## config.mk

```make
export PLATFORM = sky130hd
export DESIGN_NAME = update_param
export DESIGN_NICKNAME = d
export VERILOG_FILES = /design/src/rtl/update_param.sv
export SDC_FILE = /design/constraint.sdc
export NUM_CORES = 1
export LEC_CHECK = 0
export ABC_CLOCK_PERIOD_IN_PS = 5600
export BUFFER_PORTS_ARGS = -buffer_cell sky130_fd_sc_hd__buf_2
export CELL_PAD_IN_SITES_DETAIL_PLACEMENT = 0
export CELL_PAD_IN_SITES_GLOBAL_PLACEMENT = 1
export CORE_ASPECT_RATIO = 1.75
export CORE_MARGIN = 1.5
export CORE_UTILIZATION = 30
export CTS_CLUSTER_SIZE = 16
export DETAILED_ROUTE_END_ITERATION = 8
export GPL_TIMING_DRIVEN = 1
export PLACE_DENSITY_LB_ADDON = 0.1
export SETUP_SLACK_MARGIN = 0.15
export SLEW_MARGIN = 20
export SYNTH_ARGS = -nofsm -noshare
export SYNTH_HDL_FRONTEND = slang
export SYNTH_SLANG_ARGS = --single-unit
```

## constraint.sdc

```tcl
create_clock -name clk -period 5.6 [get_ports clk]
set_clock_uncertainty 0.2 [all_clocks]
set_input_delay 0.84 -clock clk [delete_from_list [all_inputs] [get_ports clk]]
set_output_delay 0.84 -clock clk [all_outputs]
set_load 0.05 [all_outputs]
```

## src/rtl/update_param.sv

```systemverilog
// Child SA-interval update stage: takes (i, z, k, l) and the two Occ counts,
// computes the child parameters, then pushes the result downstream or drops it.
module update_param #(
  parameter logic [7:0] C_A = 8'd1,
  parameter logic [7:0] C_C = 8'd0,
  parameter logic [7:0] C_G = 8'd0,
  parameter logic [7:0] C_T = 8'd0,
  parameter int         W   = 8
) (
  input  logic         clk,
  input  logic         rst_n,
  input  logic         valid_in,
  output logic         ready_in,
  input  logic [4:0]   position,
  input  logic [11:0]  addr,
  input  logic [W-1:0] i_in,
  input  logic [W-1:0] z_in,
  input  logic [W-1:0] k_in,
  input  logic [W-1:0] l_in,
  input  logic [W-1:0] occ_k,
  input  logic [W-1:0] occ_l,
  output logic         valid_out,
  input  logic         ready_out,
  output logic [4:0]   position_out,
  output logic [11:0]  addr_out,
  output logic [W-1:0] i_out,
  output logic [W-1:0] z_out,
  output logic [W-1:0] k_out,
  output logic [W-1:0] l_out,
  output logic [7:0]   drop_cnt
);

  localparam logic [4:0] NONE        = 5'd0;
  localparam logic [4:0] A_MATCH     = 5'd1;
  localparam logic [4:0] A_SNP       = 5'd2;
  localparam logic [4:0] A_INSERTION = 5'd3;
  localparam logic [4:0] A_DELETION  = 5'd4;
  localparam logic [4:0] C_MATCH     = 5'd5;
  localparam logic [4:0] C_SNP       = 5'd6;
  localparam logic [4:0] C_INSERTION = 5'd7;
  localparam logic [4:0] C_DELETION  = 5'd8;
  localparam logic [4:0] G_MATCH     = 5'd9;
  localparam logic [4:0] G_SNP       = 5'd10;
  localparam logic [4:0] G_INSERTION = 5'd11;
  localparam logic [4:0] G_DELETION  = 5'd12;
  localparam logic [4:0] T_MATCH     = 5'd13;
  localparam logic [4:0] T_SNP       = 5'd14;
  localparam logic [4:0] T_INSERTION = 5'd15;
  localparam logic [4:0] T_DELETION  = 5'd16;
  localparam logic [4:0] STOP_1      = 5'd17;
  localparam logic [4:0] STOP_2      = 5'd18;

  typedef enum logic [1:0] {IDLE, CALC, HOLD} state_t;

  state_t state, state_next;

  logic [4:0]   pos_p0;
  logic [11:0]  addr_p0;
  logic [W-1:0] i_p0, z_p0, k_p0, l_p0, occ_k_p0, occ_l_p0;

  logic [W-1:0] cb;
  logic         op_ok, is_ins, dec_i, dec_z, drop;
  logic [W:0]   k9, l9;

  function automatic logic [7:0] sat_inc(input logic [7:0] v);
    return (v == 8'hFF) ? v : v + 8'd1;
  endfunction

  wire accept = valid_in && ready_in;

  always_ff @(posedge clk) begin
    if (!rst_n) state <= IDLE;
    else        state <= state_next;
  end

  always_comb begin
    state_next = state;
    case (state)
      IDLE:    if (accept) state_next = CALC;
      CALC:    state_next = drop ? IDLE : HOLD;
      HOLD:    if (ready_out) state_next = IDLE;
      default: state_next = IDLE;
    endcase
  end

  // Stage p0: capture the accepted set
  always_ff @(posedge clk) begin
    if (state == IDLE && accept) begin
      pos_p0   <= position;
      addr_p0  <= addr;
      i_p0     <= i_in;
      z_p0     <= z_in;
      k_p0     <= k_in;
      l_p0     <= l_in;
      occ_k_p0 <= occ_k;
      occ_l_p0 <= occ_l;
    end
  end

  always_comb begin
    cb     = '0;
    op_ok  = 1'b1;
    is_ins = 1'b0;
    dec_i  = 1'b0;
    dec_z  = 1'b0;
    case (pos_p0)
      A_MATCH, A_SNP, A_INSERTION, A_DELETION: cb = C_A;
      C_MATCH, C_SNP, C_INSERTION, C_DELETION: cb = C_C;
      G_MATCH, G_SNP, G_INSERTION, G_DELETION: cb = C_G;
      T_MATCH, T_SNP, T_INSERTION, T_DELETION: cb = C_T;
      default: op_ok = 1'b0;
    endcase
    case (pos_p0)
      A_MATCH, C_MATCH, G_MATCH, T_MATCH: dec_i = 1'b1;
      A_SNP, C_SNP, G_SNP, T_SNP: begin
        dec_i = 1'b1;
        dec_z = 1'b1;
      end
      A_INSERTION, C_INSERTION, G_INSERTION, T_INSERTION: begin
        dec_i  = 1'b1;
        dec_z  = 1'b1;
        is_ins = 1'b1;
      end
      A_DELETION, C_DELETION, G_DELETION, T_DELETION: dec_z = 1'b1;
      default: ;
    endcase
    // Sums carry one extra bit so an interval past the table end is detectable.
    k9 = is_ins ? {1'b0, k_p0} : {1'b0, cb} + {1'b0, occ_k_p0} + {{W{1'b0}}, 1'b1};
    l9 = is_ins ? {1'b0, l_p0} : {1'b0, cb} + {1'b0, occ_l_p0};
    drop = !op_ok || (k9 > l9) || k9[W] || l9[W] ||
           (dec_i && i_p0 == '0) || (dec_z && z_p0 == '0);
  end

  // Stage p1: result register and handshake
  always_ff @(posedge clk) begin
    if (!rst_n) begin
      ready_in     <= 1'b0;
      valid_out    <= 1'b0;
      drop_cnt     <= '0;
      position_out <= '0;
      addr_out     <= '0;
      i_out        <= '0;
      z_out        <= '0;
      k_out        <= '0;
      l_out        <= '0;
    end else begin
      ready_in <= (state_next == IDLE);
      case (state)
        CALC: begin
          if (drop) begin
            drop_cnt <= sat_inc(drop_cnt);
          end else begin
            valid_out    <= 1'b1;
            position_out <= pos_p0;
            addr_out     <= addr_p0;
            k_out        <= k9[W-1:0];
            l_out        <= l9[W-1:0];
            i_out        <= dec_i ? i_p0 - 1'b1 : i_p0;
            z_out        <= dec_z ? z_p0 - 1'b1 : z_p0;
          end
        end
        HOLD: if (ready_out) valid_out <= 1'b0;
        default: ;
      endcase
    end
  end

endmodule

```

# Word level (Yosys, flattened, before mapping)
# Index checks and enable logic that the tools add are counted.
totals:
  register_bits: 126
  latch_bits: 0
  mem_bits_rw: 0
  mem_bits_ro: 0
  in_bits: 69
  memories: 0
classes:
  add_sub_neg: 6
  n_mul: 0
  n_div: 0
  order_cmp: 1
  n_eq_ne: 21
  shift: 0
  muxes: 16
  n_bitwise: 2
  n_reduce_logical: 23
ops:
  columns: ["operator", "count"]
  rows:
  - ["$eq A5 B4 Y1 const B", 8]
  - ["$reduce_or A12 Y1", 2]
  - ["$eq A5 B3 Y1 const B", 4]
  - ["$add A8 B8 Y9", 2]
  - ["$mux W9", 2]
  - ["$logic_not A8 Y1", 2]
  - ["$mux W8", 2]
  - ["$reduce_or A16 Y1", 1]
  - ["$sub A8 B1 Y8 const B", 2]
  - ["$eq A5 B2 Y1 const B", 2]
  - ["$add A9 B1 Y9 const B", 1]
  - ["$gt A9 B9 Y1", 1]
  - ["$add A8 B1 Y8 const B", 1]
  - ["$eq A8 B8 Y1 const B", 1]
  - ["$reduce_or A4 Y1", 2]
  - ["$mux W1", 7]
  - ["$mux W2", 3]
  - ["$pmux W2 S3", 1]
  - ["$reduce_and A3 Y1", 2]
  - ["$eq A5 B1 Y1 const B", 1]
  - ["$eq A5 B5 Y1 const B", 1]
  - ["$logic_or A1 B1 Y1", 5]
  - ["$logic_and A1 B1 Y1", 4]
  - ["$logic_not A2 Y1", 2]
  - ["other kinds (8)", 10]

# Logic depth before layout (Yosys ltp)
# Gate-level depths: netlist (run 1).
logic_depth:
  ltp_word: 15
  mapped_depth: 21
  depth_no_buf: 18

# Worst setup path before layout (run 1)
# Ideal clock, no wire load.
synth_path:
  path_type: "input-to-reg"
  startpoint: "input port valid_in"
  endpoint: "register addr_p0[0], enable pin"
  arrival_time_ns: 5.386
  slack_ns: -0.557
  path_stages: 2
  cell_sequence: "nand2_1 -> nor3_1"
synth_between:
  elab_chain_cells: 2
synth_lines:
  columns: ["item", "line_no", "rtl"]
  rows:
  - ["from (decl)", "12", "input logic valid_in,"]
  - ["$logic_and A1 B1 Y1", "69", "wire accept = valid_in && ready_in;"]
  - ["$logic_and A1 B1 Y1", "88", "if (state == IDLE && accept) begin"]
  - ["to (signal assigned)", "90", "addr_p0 <= addr;"]
  - ["to (decl)", "58", "logic [11:0] addr_p0;"]
# Every way passes these cells.
# A chain may end at the register's enable or synchronous reset.

# Final worst setup path (run 1)
layout_path:
  startpoint: "register pos_p0[1]"
  endpoint: "register l_out[4]"
layout_between:
  elab_chain_cells: 14
  elab_cells_between_ends: 42
  cone_classes: "add/sub: 3; order compare: 1; eq/ne: 16; mux: 7; bitwise: 1; reduce/logical: 14"
layout_lines:
  columns: ["item", "line_no", "rtl"]
  rows:
  - ["from (decl)", "57", "logic [4:0] pos_p0;"]
  - ["from (signal assigned)", "89", "pos_p0 <= position;"]
  - ["$eq A5 B3 Y1, or another cell as far along", "106", "case (pos_p0)"]
  - ["$reduce_or A4 Y1", "106", null]
  - ["$mux W1", "106", null]
  - ["$add A8 B8 Y9", "128", "k9 = is_ins ? {1'b0, k_p0} : {1'b0, cb} + {1'b0, occ_k_p0} + {{W{1'b0}}, 1'b1};"]
  - ["$add A9 B1 Y9", "128", null]
  - ["$mux W9 *", "128", null]
  - ["net k9[7]", "63", "logic [W:0] k9, l9;"]
  - ["$gt A9 B9 Y1 *", "130", "drop = !op_ok || (k9 > l9) || k9[W] || l9[W] ||"]
  - ["$logic_or A1 B1 Y1 * (4 in series)", "130", null]
  - ["$logic_or A1 B1 Y1 *", "131", "(dec_i && i_p0 == '0) || (dec_z && z_p0 == '0);"]
  - ["$not A1 Y1 (no source line) *", null, null]
  - ["$reduce_and A2 Y1 (no source line) *", null, null]
  - ["to (signal assigned)", "157", "l_out <= l9[W-1:0];"]
  - ["to (decl)", "29", "output logic [W-1:0] l_out,"]
# Mark *: on every way through the listed nets, which the timed path passes. The rest lies on a longest branch.

==> impl_metrics.yaml, run 1 <==
synth:
  async_reset_ff_frac: 0
  netlist_area_um2: 5380
  postSynthAreaPerCell_um2: 11.1
  synth_cells: 486
  yosys.area.top_type: "edfxtp_1"
  synthTopCellsByArea: "edfxtp_1 36%, dfxtp_1 23%, ha_1 3.7%"
  yosys_warnings: 0
  synth_edf_count: 65
  ys.flop_type: "edfxtp_1"
  synth_top_cell_area_share: 0.363
  netlist-cell-type-count: 52
  ys_ff_latch: 126
  synth_seq_area_share: 0.590
  synth.net_count: 571
route:
  routed_wirelength_um: 13600
  drc_errors: 0
  via_per_inst: 4.64
  wl_per_cell_um: 15.9
  vias: 3959
  drt_iter0_markers: 124
  firstDrtPassIters: 4
  ant_nets: 0
cells_and_area:
  nets: 695
  area_growth_pct: 27.3
  reg.largest.list: "addr_out: 12 flops, addr_p0: 12 flops"
  fin_cells: 854
  n_antenna_cell: 0
  drive_gt1_frac: 0.281
  final_core_util: 0.390
  fillers: 1753
  layout_commonest_cell: "buf_2"
  layout_common_cells: "127 x buf_2, 65 x edfxtp_1, 61 x dfxtp_1"
clock_tree:
  cts.sinks: 126
  clk_latency_ns: 0.42
  numCtsBuffers: 17
  h-tree-depth: 4
  ctsResizeCount: 0
  cts_tree: "yes"
  post-cts-setup-buffer-count: 0
  clockBufferDepth: 2
  ctsHoldBuffers: 0
  clockRootBuffer: "clkbuf_16"
  cts.clk_slew.worst_paths_ns: 0.06
placement:
  dp.cells: 822
  place.gp.congestion: 0.785
  dp_hpwl_um: 9900
  numPortBuffers: 127
worst_setup_path:
  worst_path_max_delay_cell: "edfxtp_1"
  critPathTopFamily: "simple AND/OR/NAND/NOR gates"
  crit_arrival_ns: 4.53
  crit_path_end_kind: "flip-flop"
  critPathBufInv: 2
  worstSetupPathType: "flip-flop to flip-flop"
  crit_path_max_incr_delay_ns: 0.51
  critPathMaxFanout: 78
  crit_chain: "nor2_1, xnor2_1, and2_1, inv_1, ha_1, nor2b_1, nand4_1, xor2_1, a21oi_1, ha_1, and4_1, a211oi_1, o32ai_1, nand4b_2, a211oi_4, buf_12, mux2i_1, nor2_1"
  worstPathRequired_ns: 5.67
  startpoint_type: "flip-flop"
floorplan:
  initial_core_util: 0.307
  die-area_um2: 18800
  core-area_um2: 17500
  die_x_um: 104
  die_y_um: 180
  rows: 64
  io_pins: 128
timing:
  finalCriticalPeriod_ns: 4.46
  slew_violations: 0
  hold_viol_final: 0
  relSlewSlack: 0.453
  setup-violations-final: 0
  rsz0062_at_grt: "no"
  worst_slew_pin_slew_ns: 0.819
  fin_setup_tns_ns: 0
  fin_crit_sh: 0.796
  hold_slack_ns: 0.255
  fmax_ghz: 0.224
hold_path:
  hp-class: "flip-flop to flip-flop"
grt:
  antenna_found_initial: 0
  overflow: 0
  grt_pass1_wl_um: 21100
  grt_max_degree: 79
  grt_pass1_vias: 4012
  grt_usage: 0.149
job:
  max_cap_violations: 0
status:
  outcome: "complete, no violations"
power_and_ir_drop:
  power_density_nw_per_um2: 340
  irDropWorstVdd_v: 0.000189
  leakagePower_nw: 2.64
  p_total_mw: 2.33
## metrics by stage
step	area, um2	setup WS, ns
global placement	6240	1.15
finish	6840	1.14
floorplan	5380	1.45
global route	6840	0.829
detailed placement	6240	1.08
CTS	6840	1.03
## cells in the mapped netlist (2+ instances only)
cell      number
o21ai_1        4
nor4_1         7
or3_1          4
nand3b_1       6
nor2b_1        2
and4_1         2
a211oi_1      17
nand3_1       32
a21oi_1       13
mux2_2         3
dfxtp_1       61
xnor2_1       18
nor2_1        36
nor3b_1        2
o21bai_1       2
or4_1          2
and4b_1        2
nand4_1        4
buf_2          9
and2_1         5
edfxtp_1      65
buf_4          2
nor4_2         2
o21ai_0       35
a21o_1         2
clkbuf_1      15
nor3_1         2
nand2b_1      10
inv_1         13
xor2_1        10
ha_1          16
nand2_1       53
mux2i_1       10
and3_1         2
## final timing paths
check / slack [ns] / cells past startpoint / endpoint / from
worst max-delay path: 1.14 / 18 / l_out[4] / pos_p0[1]
worst min-delay path: 0.26 / 2 / position_out[3] / position_out[3]
worst max register to register: 1.14 / 18 / l_out[4] / pos_p0[1]
worst min register to register: 0.26 / 2 / position_out[3] / position_out[3]
## cell families (layout without fill, tap and decap cells)
logic type | after synthesis | after routing | synth area share
xor+xnor | 28 | 28 | 0.0456
buf+inv | 41 | 178 | 0.0335
compound gates | 85 | 85 | 0.101
simple gates | 177 | 177 | 0.168
fa+ha+maj | 16 | 16 | 0.0372
mux | 13 | 13 | 0.0249
flops | 126 | 126 | 0.590
## area by class of cell
| class | instances | area [um2] | share of cell area |
|---|---|---|---|
| Inverter | 13 | 48.8 | 0.00713 |
| Sequential cell | 126 | 3170 | 0.464 |
| Multi-Input combinational cell | 319 | 2030 | 0.297 |
| Clock buffer | 19 | 443 | 0.0647 |
| Clock inverter | 13 | 164 | 0.0239 |
| Timing Repair Buffer | 133 | 693 | 0.101 |
| Tap cell | 231 | 289 | 0.0422 |
## routing by layer
metal | part of all wire | up-vias | GRT usage
met2 | 0.57 | 95 | 0.291
li1 | - | 1998 | -
met5 | 0 | - | 0
met4 | 0.013 | 0 | 0.0583
met3 | 0.037 | 12 | 0.0362
met1 | 0.38 | 1854 | 0.148
## report_power, final
part	total (mW)	internal, mW	switching (mW)
logic	0.175	0.0608	0.114
registers	1.03	1.01	0.0218
clock network	1.12	0.712	0.412
## tightest hold or removal path, stage by stage (launching register included)
cell and delay, ns:
dfxtp_1 0.30, nand2_1 0.05, o21ai_0 0.06
No activity file was read; power rests on OpenSTA's default activity.
==> run 2, diff against run 1 <==
--- a/config.mk
+++ b/config.mk
@@ -5,7 +5,7 @@
 export SDC_FILE = /design/constraint.sdc
 export NUM_CORES = 1
 export LEC_CHECK = 0
-export ABC_CLOCK_PERIOD_IN_PS = 5600
+export ABC_CLOCK_PERIOD_IN_PS = 3580
 export BUFFER_PORTS_ARGS = -buffer_cell sky130_fd_sc_hd__buf_2
 export CELL_PAD_IN_SITES_DETAIL_PLACEMENT = 0
 export CELL_PAD_IN_SITES_GLOBAL_PLACEMENT = 1
==> constraint.sdc (replaced) <==
create_clock -name clk -period 3.58 [get_ports clk]
set_clock_uncertainty 0.2 [all_clocks]
set_input_delay 0.537 -clock clk [delete_from_list [all_inputs] [get_ports clk]]
set_output_delay 0.537 -clock clk [all_outputs]
set_load 0.05 [all_outputs]
==> run 2 against run 1 <==
Effect of this change:
- the flow now finishes with violations (negative setup slack)
- routed wire length grew 9.3%
- total power grew 59%
- flip-flop and latch count is the same
- via count grew 8.0%
- global-route usage grew 1.5 points
- sequential share of layout area shrank 6.0 points
- hold slack lost 0.16 ns
- critical endpoint unchanged
==> impl_metrics.yaml, run 2 (synthesis gave the netlist of run 1 again) <==
cells_and_area:
  layout_common_cells: "127 x buf_2, 65 x edfxtp_1, 61 x dfxtp_1"
  reg.largest.list: "addr_out: 12 flops, addr_p0: 12 flops"
  fillers: 1668
  fin_cells: 916
  area_growth_pct: 46.3
  nets: 757
  n_antenna_cell: 0
  post-route-cell-area_um2: 7870
  layout_commonest_cell: "buf_2"
  final_core_util: 0.448
  drive_gt1_frac: 0.397
timing:
  fin_setup_tns_ns: -14.80
  fin_ws_ns: -0.301
  worst_slew_pin_slew_ns: 1.00
  rsz0062_at_grt: "yes"
  relSlewSlack: 0.332
  hold_viol_final: 0
  slew_violations: 0
  fin_crit_sh: 1.08
  hold_slack_ns: 0.0974
  fmax_ghz: 0.258
  setup-violations-final: 60
  finalCriticalPeriod_ns: 3.88
placement:
  dpl_worst_slack_ns: -0.543
  dp_hpwl_um: 9970
  dp.cells: 862
  numPortBuffers: 127
  place.gp.congestion: 0.788
  place_area_um2: 6600
clock_tree:
  clockBufferDepth: 2
  cts_tree: "yes"
  ctsHoldBuffers: 0
  cts.clk_slew.worst_paths_ns: 0.06
  numCtsBuffers: 17
  h-tree-depth: 4
  cts.sinks: 126
  clk_latency_ns: 0.41
  clockRootBuffer: "clkbuf_16"
route:
  ant_nets: 0
  routed_wirelength_um: 14900
  drt_iter0_markers: 152
  firstDrtPassIters: 4
  via_per_inst: 4.67
  vias: 4275
  wl_per_cell_um: 16.2
  drc_errors: 0
floorplan:
  die-area_um2: 18800
  initial_core_util: 0.307
  die_x_um: 104
  core-area_um2: 17500
  rows: 64
  die_y_um: 180
  io_pins: 128
grt:
  overflow: 0
  antenna_found_initial: 0
  grt_pass1_wl_um: 23400
  grt_usage: 0.164
  grt_max_degree: 67
  grt_pass1_vias: 4405
worst_setup_path:
  worstPathRequired_ns: 3.64
  startpoint_type: "flip-flop"
  crit_arrival_ns: 3.94
  rrSetupSlack_ns: -0.30
  critPathMaxFanout: 6
  crit_path_end_kind: "flip-flop"
  worstSetupPathType: "flip-flop to flip-flop"
power_and_ir_drop:
  leakagePower_nw: 3.11
  p_total_mw: 3.71
  power_density_nw_per_um2: 471
  irDropWorstVdd_v: 0.000266
job:
  max_cap_violations: 0
hold_path:
  hp-class: "input pin to flip-flop"
status:
  outcome: "finished, violations left"
  failed_checks: "negative setup slack"
## run 2: changes by cell type in the layout (fill, tap and decap cells not counted), sizes merged
cell	delta
buf	+61
bufinv	-1
clkbuf	+7
clkinvlp	-3
inv	-2
## run 2: per-layer routing
metal,global-route usage,routed length (um)
met1,0.174,5680
met3,0.0344,489
met2,0.311,8410
met4,0.0639,287
met5,0,0
## run 2: worst max-delay path, stage by stage (launching register included)
cell and delay, ns:
edfxtp_1 0.42, nor2_4 0.14, xnor2_2 0.11, and2_4 0.18, inv_2 0.05, ha_4 0.17, inv_4 0.06, ha_4 0.13
nand3_4 0.07, xor2_2 0.17, a21oi_4 0.21, ha_4 0.24, a21o_1 0.15, a21o_1 0.18, a221o_1 0.35, a211oi_4 0.28
buf_6 0.15, buf_12 0.12, buf_12 0.12, mux2i_1 0.17, nor2_1 0.05
## run 2: final cells by class
class                           instances  area (um2)  share of cell area
Clock inverter                          7        86.3              0.0110
Tap cell                              231         289              0.0367
Sequential cell                       126        3170               0.403
Clock buffer                           25         507              0.0644
Multi-Input combinational cell        319        2320               0.295
Inverter                               13        51.3             0.00652
Timing Repair Buffer                  195        1440               0.183
## run 2: path summary, 6_finish.rpt
check / from / endpoint / cells past startpoint
setup / recovery: pos_p0[0] / l_out[4] / 20
hold reg to reg: l_out[3] / l_out[3] / 2
hold / removal: addr[0] / addr_p0[0] / 1
setup reg to reg: pos_p0[0] / l_out[4] / 20
## run 2: repair_timing
action / in CTS / in global routing
gates cloned: 8 / 1
pin swaps: 12 / 13
resized for setup: 67 / 27
setup endpoints to repair: 60 / 60
setup buffers: 11 / 2
## run 2: where the power goes
| part | switching [mW] | internal [mW] |
|---|---|---|
| registers | 0.0303 | 1.58 |
| logic | 0.213 | 0.164 |
| clock network | 0.604 | 1.12 |
| total | 0.847 | 2.86 |
==> run 3, diff against run 2 <==
--- a/config.mk
+++ b/config.mk
@@ -14,7 +14,7 @@
 export CORE_UTILIZATION = 30
 export CTS_CLUSTER_SIZE = 16
 export DETAILED_ROUTE_END_ITERATION = 8
-export GPL_TIMING_DRIVEN = 1
+export GPL_TIMING_DRIVEN = 0
 export PLACE_DENSITY_LB_ADDON = 0.1
 export SETUP_SLACK_MARGIN = 0.15
 export SLEW_MARGIN = 20
==> run 3 against run 2 <==
Effect of this change:
- the run still ends with negative setup slack left
- combinational power is 4% lower
- count of clock-buffer cells in the layout shrank 6
- core utilization fell by 2.2 points
- sequential share of layout area rose by 2.1 points
- sequential power hardly changed
- global-route usage fell by 0.077 points
- worst setup slack got worse by 0.077 ns
- largest power group is now sequential cells
==> impl_metrics.yaml, run 3 (synthesis gave the netlist of run 1 again) <==
route:
  wl_per_cell_um: 16.6
  drt_iter0_markers: 182
  firstDrtPassIters: 4
  routed_wirelength_um: 14900
  drc_errors: 0
  vias: 4207
  via_per_inst: 4.68
  ant_nets: 0
grt:
  grt_pass1_vias: 4320
  grt_usage: 0.163
  overflow: 0
  grt_max_degree: 19
  grt_pass1_wl_um: 23000
  antenna_found_initial: 0
clock_tree:
  cts_tree: "yes"
  clockBufferDepth: 2
  numCtsBuffers: 17
  cts.clk_slew.worst_paths_ns: 0.06
  h-tree-depth: 4
  ctsHoldBuffers: 0
  clk_latency_ns: 0.41
  clockRootBuffer: "clkbuf_16"
  cts.sinks: 126
timing:
  fin_ws_ns: -0.379
  finalCriticalPeriod_ns: 3.96
  hold_viol_final: 0
  fin_crit_sh: 1.11
  worst_slew_pin_slew_ns: 0.707
  setup-violations-final: 60
  slew_violations: 0
  rsz0062_at_grt: "yes"
  hold_slack_ns: 0.0965
  relSlewSlack: 0.529
  fmax_ghz: 0.253
  fin_setup_tns_ns: -18.78
worst_setup_path:
  crit_path_max_incr_delay_ns: 0.40
  worst_path_max_delay_cell: "edfxtp_1"
  crit_path_end_kind: "flip-flop"
  cp_common_cell: "buf_6"
  crit_chain: "buf_6, nor2_4, xnor2_1, and2_4, inv_2, ha_4, nor2b_4, nand4_1, xor2_1, a21oi_2, ha_1, and4_4, o21ai_2, a31oi_2, a221o_1, a211oi_4, buf_6, buf_12, buf_8, nand3b_1, o21ai_1"
  rrSetupSlack_ns: -0.38
  critPathMaxFanout: 6
  endpoint: "l_out[5]"
  worstPathRequired_ns: 3.72
  r2r-start: "pos_p0[1]"
  crit_path_start: "pos_p0[1]"
  startpoint_type: "flip-flop"
  worstRegToRegCells: 21
  r2r-end: "l_out[5]"
  worstSetupPathType: "flip-flop to flip-flop"
  crit_arrival_ns: 4.10
placement:
  place.gp.congestion: 0.761
  dp.cells: 847
  dp_hpwl_um: 11100
  numPortBuffers: 126
status:
  failed_checks: "negative setup slack"
  outcome: "finished, violations left"
cells_and_area:
  fin_cells: 899
  layout_commonest_cell: "buf_2"
  n_antenna_cell: 0
  area_growth_pct: 39.0
  reg.largest.list: "addr_out: 12 flops, addr_p0: 12 flops"
  layout_common_cells: "126 x buf_2, 65 x edfxtp_1, 61 x dfxtp_1"
  nets: 741
  drive_gt1_frac: 0.365
floorplan:
  die_y_um: 180
  core-area_um2: 17500
  rows: 64
  die-area_um2: 18800
  initial_core_util: 0.307
  die_x_um: 104
  io_pins: 128
hold_path:
  hp-class: "input pin to flip-flop"
job:
  max_cap_violations: 0
power_and_ir_drop:
  leakagePower_nw: 2.90
  power_density_nw_per_um2: 472
  irDropWorstVdd_v: 0.000224
run 3: cell count changes in the layout (fill, tap and decap cells not counted), moves of 3 or more:
| cell | previous run | this run |
|---|---|---|
| buf_16 | 8 | 3 |
| clkbuf_4 | 0 | 5 |
| clkbuf_1 | 4 | 12 |
| o21ai_0 | 7 | 28 |
| o21ai_2 | 1 | 4 |
| a21oi_1 | 6 | 9 |
| ha_1 | 9 | 12 |
| buf_12 | 6 | 1 |
| o21ai_1 | 31 | 7 |
| clkinv_4 | 0 | 3 |
| buf_4 | 44 | 19 |
run 3: metrics by stage:
stage / utilization / instance area, um2 / setup slack, ns / power (mW)
floorplan: - / 5450 / -0.0840 / 1.82
global placement: 0.363 / 6370 / -0.971 / 1.93
detailed placement: 0.367 / 6440 / -0.939 / 1.95
CTS: 0.416 / 7300 / -0.419 / 3.54
global route: 0.426 / 7470 / -0.522 / 3.67
finish: 0.426 / 7470 / -0.379 / 3.53
run 3: routing by layer:
metal / wire [um] / global-route usage / part of all wire
met1: 5760 / 0.170 / 0.39
met2: 8330 / 0.308 / 0.56
met3: 465 / 0.0394 / 0.031
met4: 338 / 0.0672 / 0.023
met5: 0 / 0 / 0
run 3: worst min-delay path by stage:
stage / endpoint / startpoint / cells past startpoint
after floorplan: addr_out[0] / addr_p0[0] / 2
after global placement: l_out[5] / l_out[5] / 2
after detailed placement: l_out[3] / l_out[3] / 2
after CTS: occ_l_p0[3] / occ_l[3] / 1
after global routing: k_p0[0] / k_in[0] / 1
final: addr_p0[8] / addr[8] / 1
run 3: timing repair:
action / CTS / global route
cloned: 2 / 1
setup buffers: 12 / 6
pin swaps: 13 / 15
gates resized for setup: 50 / 34
endpoints found under the setup margin: 60 / 60
run 3: critical path: cells and delay by family, from the launching register on:
kind                     cells  cell delay (ns)
flip-flops                   1             0.40
adder cells (fa/ha/maj)      2             0.45
XOR/XNOR                     2             0.29
AO/OA/AOI/OAI                6             1.12
buffers and inverters        5             0.64
AND/OR/NAND/NOR              6             0.79
run 3: layout make-up:
class	instances	area, um2
fill	1708	10100
multi-input combinational	319	2300
clock buffer	19	433
tap	231	289
sequential	126	3170
clock inverter	12	98.8
buffer	28	218
inverter	13	51.3
timing repair buffer	151	912
run 3: where the power goes:
part	total (mW)	leakage, nW	internal [mW]	switching (mW)
sequential	1.61	1.10	1.58	0.0322
combinational	0.362	1.55	0.147	0.215
clock	1.55	0.257	0.941	0.614
total	3.53	2.90	2.66	0.861
